===== src/rtl/countdown_timer.sv =====
// Programmable countdown timer: loads a period, decrements on prescaled ticks,
// and raises a sticky interrupt (with overrun detection) on expiry.
module countdown_timer #(
   parameter int Width    = 16,
   parameter int PreWidth = 8
) (
   input  logic                clk,
   input  logic                rst,
   input  logic                start,
   input  logic                stop,
   input  logic                periodic,
   input  logic [Width-1:0]    period,
   input  logic [PreWidth-1:0] prescale,
   input  logic                irq_ack,
   output logic                running,
   output logic [Width-1:0]    count,
   output logic                irq,
   output logic                overrun
);

   typedef enum logic {
      IDLE = 1'b0,
      RUN  = 1'b1
   } state_t;

   state_t              state_q, state_d;
   logic [Width-1:0]    count_q, count_d;
   logic [PreWidth-1:0] pre_q, pre_d;
   logic [Width-1:0]    periodLat_q, periodLat_d;
   logic [PreWidth-1:0] preLat_q, preLat_d;
   logic                modeLat_q, modeLat_d;
   logic                irq_q, irq_d;
   logic                ovr_q, ovr_d;
   logic                expiry;

   always_ff @(posedge clk or posedge rst) begin
      if (rst) begin
         state_q     <= IDLE;
         count_q     <= '0;
         pre_q       <= '0;
         periodLat_q <= '0;
         preLat_q    <= '0;
         modeLat_q   <= 1'b0;
         irq_q       <= 1'b0;
         ovr_q       <= 1'b0;
      end else begin
         state_q     <= state_d;
         count_q     <= count_d;
         pre_q       <= pre_d;
         periodLat_q <= periodLat_d;
         preLat_q    <= preLat_d;
         modeLat_q   <= modeLat_d;
         irq_q       <= irq_d;
         ovr_q       <= ovr_d;
      end
   end

   // Counting path: start beats stop, stop beats the prescaled tick.
   always_comb begin
      state_d     = state_q;
      count_d     = count_q;
      pre_d       = pre_q;
      periodLat_d = periodLat_q;
      preLat_d    = preLat_q;
      modeLat_d   = modeLat_q;
      expiry      = 1'b0;

      if (start) begin
         periodLat_d = period;
         preLat_d    = prescale;
         modeLat_d   = periodic;
         count_d     = period;
         pre_d       = prescale;
         state_d     = RUN;
      end else if (stop) begin
         state_d = IDLE;
      end else if (state_q == RUN) begin
         if (pre_q == '0) begin
            pre_d = preLat_q;
            if (count_q != '0) begin
               count_d = count_q - Width'(1);
            end else begin
               expiry = 1'b1;
               if (modeLat_q) begin
                  count_d = periodLat_q;
               end else begin
                  state_d = IDLE;
               end
            end
         end else begin
            pre_d = pre_q - PreWidth'(1);
         end
      end
   end

   // Interrupt flags: a new expiry wins over a simultaneous ack for irq,
   // but the ack still clears overrun.
   always_comb begin
      irq_d = irq_q;
      ovr_d = ovr_q;
      if (expiry) begin
         irq_d = 1'b1;
         if (irq_ack) begin
            ovr_d = 1'b0;
         end else if (irq_q) begin
            ovr_d = 1'b1;
         end
      end else if (irq_ack) begin
         irq_d = 1'b0;
         ovr_d = 1'b0;
      end
   end

   assign running = (state_q == RUN);
   assign count   = count_q;
   assign irq     = irq_q;
   assign overrun = ovr_q;

endmodule


===== config.mk =====
export PLATFORM = sky130hd
export DESIGN_NAME = countdown_timer
export DESIGN_NICKNAME = d
export VERILOG_FILES = /design/src/rtl/countdown_timer.sv
export SDC_FILE = /design/constraint.sdc
export NUM_CORES = 1
export LEC_CHECK = 0
export ABC_CLOCK_PERIOD_IN_PS = 2650
export CELL_PAD_IN_SITES_DETAIL_PLACEMENT = 1
export CELL_PAD_IN_SITES_GLOBAL_PLACEMENT = 1
export CORE_MARGIN = 1
export CORE_UTILIZATION = 40
export DETAILED_ROUTE_END_ITERATION = 8
export PLACE_DENSITY = 0.76
export SYNTH_ARGS = -nofsm -noshare
export SYNTH_HDL_FRONTEND = slang
export SYNTH_SLANG_ARGS = --single-unit

===== constraint.sdc =====
create_clock -name clk -period 2.65 [get_ports clk]
set_input_delay 0.3975 -clock clk [delete_from_list [all_inputs] [get_ports clk]]
set_output_delay 0.3975 -clock clk [all_outputs]
set_load 0.005 [all_outputs]

# Yosys cells after proc, flatten, opt, wreduce, memory -nomap -nowiden
# Cells that the tools add are included.
# Widths: inputs -> output; s select.
dict set report op_classes {
  add_sub_neg 2
  eq_ne 1
  n_mux 26
  n_reduce_logical 10
}
# operator n
set ops {}
lappend ops {{$mux 16} 6}
lappend ops {{$mux 8} 4}
lappend ops {{$mux 1} 16}
lappend ops {{$reduce_bool 16->1} 1}
lappend ops {{$sub 16x1->16 const B} 1}
lappend ops {{$logic_not 8->1} 1}
lappend ops {{$reduce_bool 2->1} 4}
lappend ops {{$sub 8x1->8 const B} 1}
lappend ops {{$reduce_and 2->1} 2}
lappend ops {{$reduce_and 4->1} 1}
lappend ops {{$reduce_bool 3->1} 1}
lappend ops {{$ne 2x2->1 const B} 1}
dict set report totals {
  regBits 52
  inputBits 30
  output_inout_bits 19
  word_cells 47
}

# Logic depth before layout (Yosys ltp)
# Gate-level depths: netlist (run 1).
dict set report logic_depth {
  word_depth 8
  depth_mapped 8
  mapped_depth_nobuf 7
}

# Worst setup path after synthesis (run 1)
# OpenSTA, ideal clock, no wires.
dict set report synth_path {
  kind {reg2reg}
  start {reg pre_q[2]}
  end {reg count_q[14] (netlist: count[14])}
  setup_ns 0.124
  arrival_time_ns 2.006
  t_required_ns 2.526
  path_slack_ns 0.520
  path_stages_with_launch 7
  n_path_buf 1
  period_less_slack_ns 2.130
  path_cell_list {dfrtp_1 or4_1 buf_2 or3_4 a21oi_4 a41oi_1 o31a_1}
}
dict set report synth_between {
  elab_chain_len 3
}
# item line_no
set synth_lines {}
lappend synth_lines {{from (decl)} 28} ;# logic [PreWidth-1:0] pre_q, pre_d;
lappend synth_lines {{from (signal assigned)} 49} ;# pre_q <= pre_d;
lappend synth_lines {{$logic_not 8->1} 78} ;# if (pre_q == '0) begin
lappend synth_lines {{$reduce_bool 2->1 (no line)} --}
lappend synth_lines {{$reduce_and 4->1 (no line)} --}
lappend synth_lines {{to (signal assigned)} 48} ;# count_q <= count_d;
lappend synth_lines {{to (decl)} 27} ;# logic [Width-1:0] count_q, count_d;
# Every way passes these cells.
# A chain may end at the register's enable or synchronous reset.

# Worst setup path in the final report (run 1)
dict set report layout_path {
  start {reg count_q[0] (netlist: count[0])}
  end {reg count_q[15] (netlist: count[15])}
}
dict set report layout_between {
  elab_chain_len 6
  word_cells_on_any_way 9
  classes_between {add/sub: 1; mux: 5; reduce/logical: 3}
}
# item line_no
set layout_lines {}
lappend layout_lines {{$sub 16x1->16 or $reduce_bool 16->1 (tied branches)} {81, 80}}
lappend layout_lines {{$mux 16} 80} ;# if (count_q != '0) begin
lappend layout_lines {{$mux 16} 78}
lappend layout_lines {{$mux 16} 77} ;# end else if (state_q == RUN) begin
lappend layout_lines {{$mux 16} 75} ;# end else if (stop) begin
lappend layout_lines {{$mux 16} 68} ;# if (start) begin
# Parallel ways exist; a longest one is shown, timed or not. The select of a mux whose other input is x is not followed.

==> flow_summary.ini, run 1 <==
[outcome]
status = complete, no violations

[setup_path]
cp_max_fo = 8
worst_setup_path_end_kind = register
r2r_start = count[0]
reg2reg_slack_ns = 0.23
worstSetupPathType = reg -> reg
crit_start = count[0]
worst_setup_path_start_kind = register
critical_path.slowest_cell = o22ai_1
cp.arrival_ns = 2.67
max_stage_delay_ns = 0.70
worstPathCellList = inv_1, ha_1, nor4b_1, nand3_1, o22ai_1, o21ai_0, nand2_1
cp_data_required_time_ns = 2.89

[power]
ir_drop_v = 0.000246
p_leak_nw = 1.47
p_per_area_nw_per_um2 = 505

[final_layout]
area_growth_pct = 25.6
drive_above_1_share_pct = 11.1
nNetsFinal = 385
n_antenna_cell = 0
multiInputGateArea_um2 = 1380
fillers = 794
layout.area.seq_um2 = 1300
final_core_util_pct = 52.1

[die]
chipWidth_um = 86.1
design.core.area_um2 = 6830
ios = 49
rows = 30
die-area_um2 = 7420
die_h_um = 86.1
start_util_pct = 41.4

[synth]
synthDistinctLibCells = 49
synth-seq-cells = 52
async_flop_share_pct = 100
yosysWarningCount = 0
ys_seq_area_share_pct = 46.0
synthTopCellsByArea = dfrtp_1, o21ai_0, mux2_2, inv_1, nand2_1
synth_top_area_share_pct = 46.0
synth_cells = 300
synthTopCellsByCount = dfrtp_1, o21ai_0, inv_1
synthesis.area_um2 = 2830
synth_edf_count = 0
syn-num-nets = 334
synth_top_area_cell = dfrtp_1
avgSynthCellArea_um2 = 9.44
synth.most_common_cell = dfrtp_1
ys.flop_type = dfrtp_1

[global_route]
overflow = 0
grt_antenna_before_repair = 0
grt_max_degree = 38
grt_pass1_wl_um = 13500
grt_pass1_vias = 2690
gr-usage-all-layers_pct = 23.0

[clock_tree]
cts.path.max_buffers = 2
cts.htree.levels = 2
cts_inserted_buffers = 5
clkSlewWorstSetupHoldPaths_ns = 0.09
cts_resized = 0
clock_sinks = 52
post_cts_buffers = 0
cts_tree = built
clock_latency_ns = 0.30
cts_hold_buf = 0
root_buffer = clkbuf_8

[drt]
drc = 0
wl_um = 7760
firstDrtPassIters = 6
drtIter0Drc = 121
avgRoutedWirePerCell_um = 17.3
drt-vias-per-instance = 5.59
vias = 2505
postRouteAntennaNets = 0

[placed_design]
dp_hpwl_um = 5630
numPortBuffers = 48
gp_congestion = 0.841

[min_path]
min-delay-path-class = in -> async

[sta]
hold_viol = 0
fin_setup_tns_ns = 0
setup_violations = 0
fmax_ghz = 0.413
drv_slew = 0
finClkSkew_ns = 0.00930
rsz0062_at_grt = false
period_share_pct = 91.4
min_period_ns = 2.42
slew_headroom_pct = 42.5
tightest_slew_ns = 0.863

[flow_run]
drv_cap = 0
[power by group]
group          internal, mW  total [mW]  switching (mW)
registers             0.867       0.948          0.0811
clock network         0.214       0.472           0.258
logic                 0.201       0.377           0.176
[through the flow]
stage,std cells,instance area [um^2],hold WS [ns],total power [mW],setup WS [ns]
2_1_floorplan,300,2830,0.448,1.15,0.520
5_1_grt,448,3560,0.513,1.89,0.0485
3_3_place_gp,440,3470,0.462,1.32,0.200
3_5_place_dp,440,3470,0.471,1.34,0.134
4_1_cts,448,3560,0.493,1.81,0.231
6_report,448,3560,0.477,1.80,0.228
[cells in the final DEF, fill, tap and decap left out, types with 4 or more instances in the layout]
cell,netlist,final
a21o_1,7,7
a21oi_1,10,10
a221o_1,5,5
a31oi_1,5,5
buf_4,0,11
clkbuf_8,0,6
clkdlybuf4s50_1,0,47
dfrtp_1,52,52
ha_1,4,4
inv_1,23,22
mux2_2,13,13
mux2i_1,4,4
nand2_1,22,22
nand3_1,9,9
nand4_1,6,6
nor2_1,16,16
nor3_1,13,13
o21ai_0,30,30
xnor2_1,9,9
[cell type report]
cell class | instances | share of cell area (%)
timing repair buffer | 60 | 16.3
inverter | 23 | 2.43
clock buffer | 8 | 2.53
multi-input combinational | 209 | 38.8
sequential | 52 | 36.6
tap | 96 | 3.38
[metal layers]
layer  routed length [um]  up-vias  track usage (%)
met3                  158        5             3.46
li1                     -     1189                -
met4                   51        0             4.55
met5                    0        -                0
met1                 3840     1274             32.5
met2                 3710       37             37.4
[cell families after synthesis]
| logic type | Yosys count | share of synthesized area, % |
|---|---|---|
| and+or+nand+nor | 92 | 17.2 |
| AOI/OAI and AO/OA | 86 | 20.1 |
| DFF | 52 | 46.0 |
| buffers and inverters | 39 | 5.30 |
| muxes | 17 | 6.58 |
| xor gates and xnor gates | 10 | 3.09 |
| adders and majority gates | 4 | 1.77 |
[registers in the layout, indices dropped and copies added, names as in the netlist]
signal / count
pre_q: 8
periodLat_q: 16
running: 1
count: 16
modeLat_q: 1
overrun: 1
irq: 1
preLat_q: 8
[worst max-delay path: cells and delay by family (launching register included)]
family,cells,cell delay [ns]
buf+inv,1,0.13
compound gates,2,0.91
simple gates,3,0.74
flops,1,0.45
fa+ha+maj,1,0.15
[worst paths after layout]
path	end	cells after the start
max reg2reg	count[15]	7
max	count[15]	7
min reg2reg	periodLat_q[9]	1
max in group asynchronous	running	3
min	periodLat_q[8]	2
min in group clk	periodLat_q[9]	1
Power figures use the tool's default switching activity.
==> run 2: changes to the inputs <==
--- a/config.mk
+++ b/config.mk
@@ -5,7 +5,6 @@
 export SDC_FILE = /design/constraint.sdc
 export NUM_CORES = 1
 export LEC_CHECK = 0
-export ABC_CLOCK_PERIOD_IN_PS = 2650
 export CELL_PAD_IN_SITES_DETAIL_PLACEMENT = 1
 export CELL_PAD_IN_SITES_GLOBAL_PLACEMENT = 1
 export CORE_MARGIN = 1
==> results of run 2 <==
Final layout, timing and power as in run 1 (identical DEF).
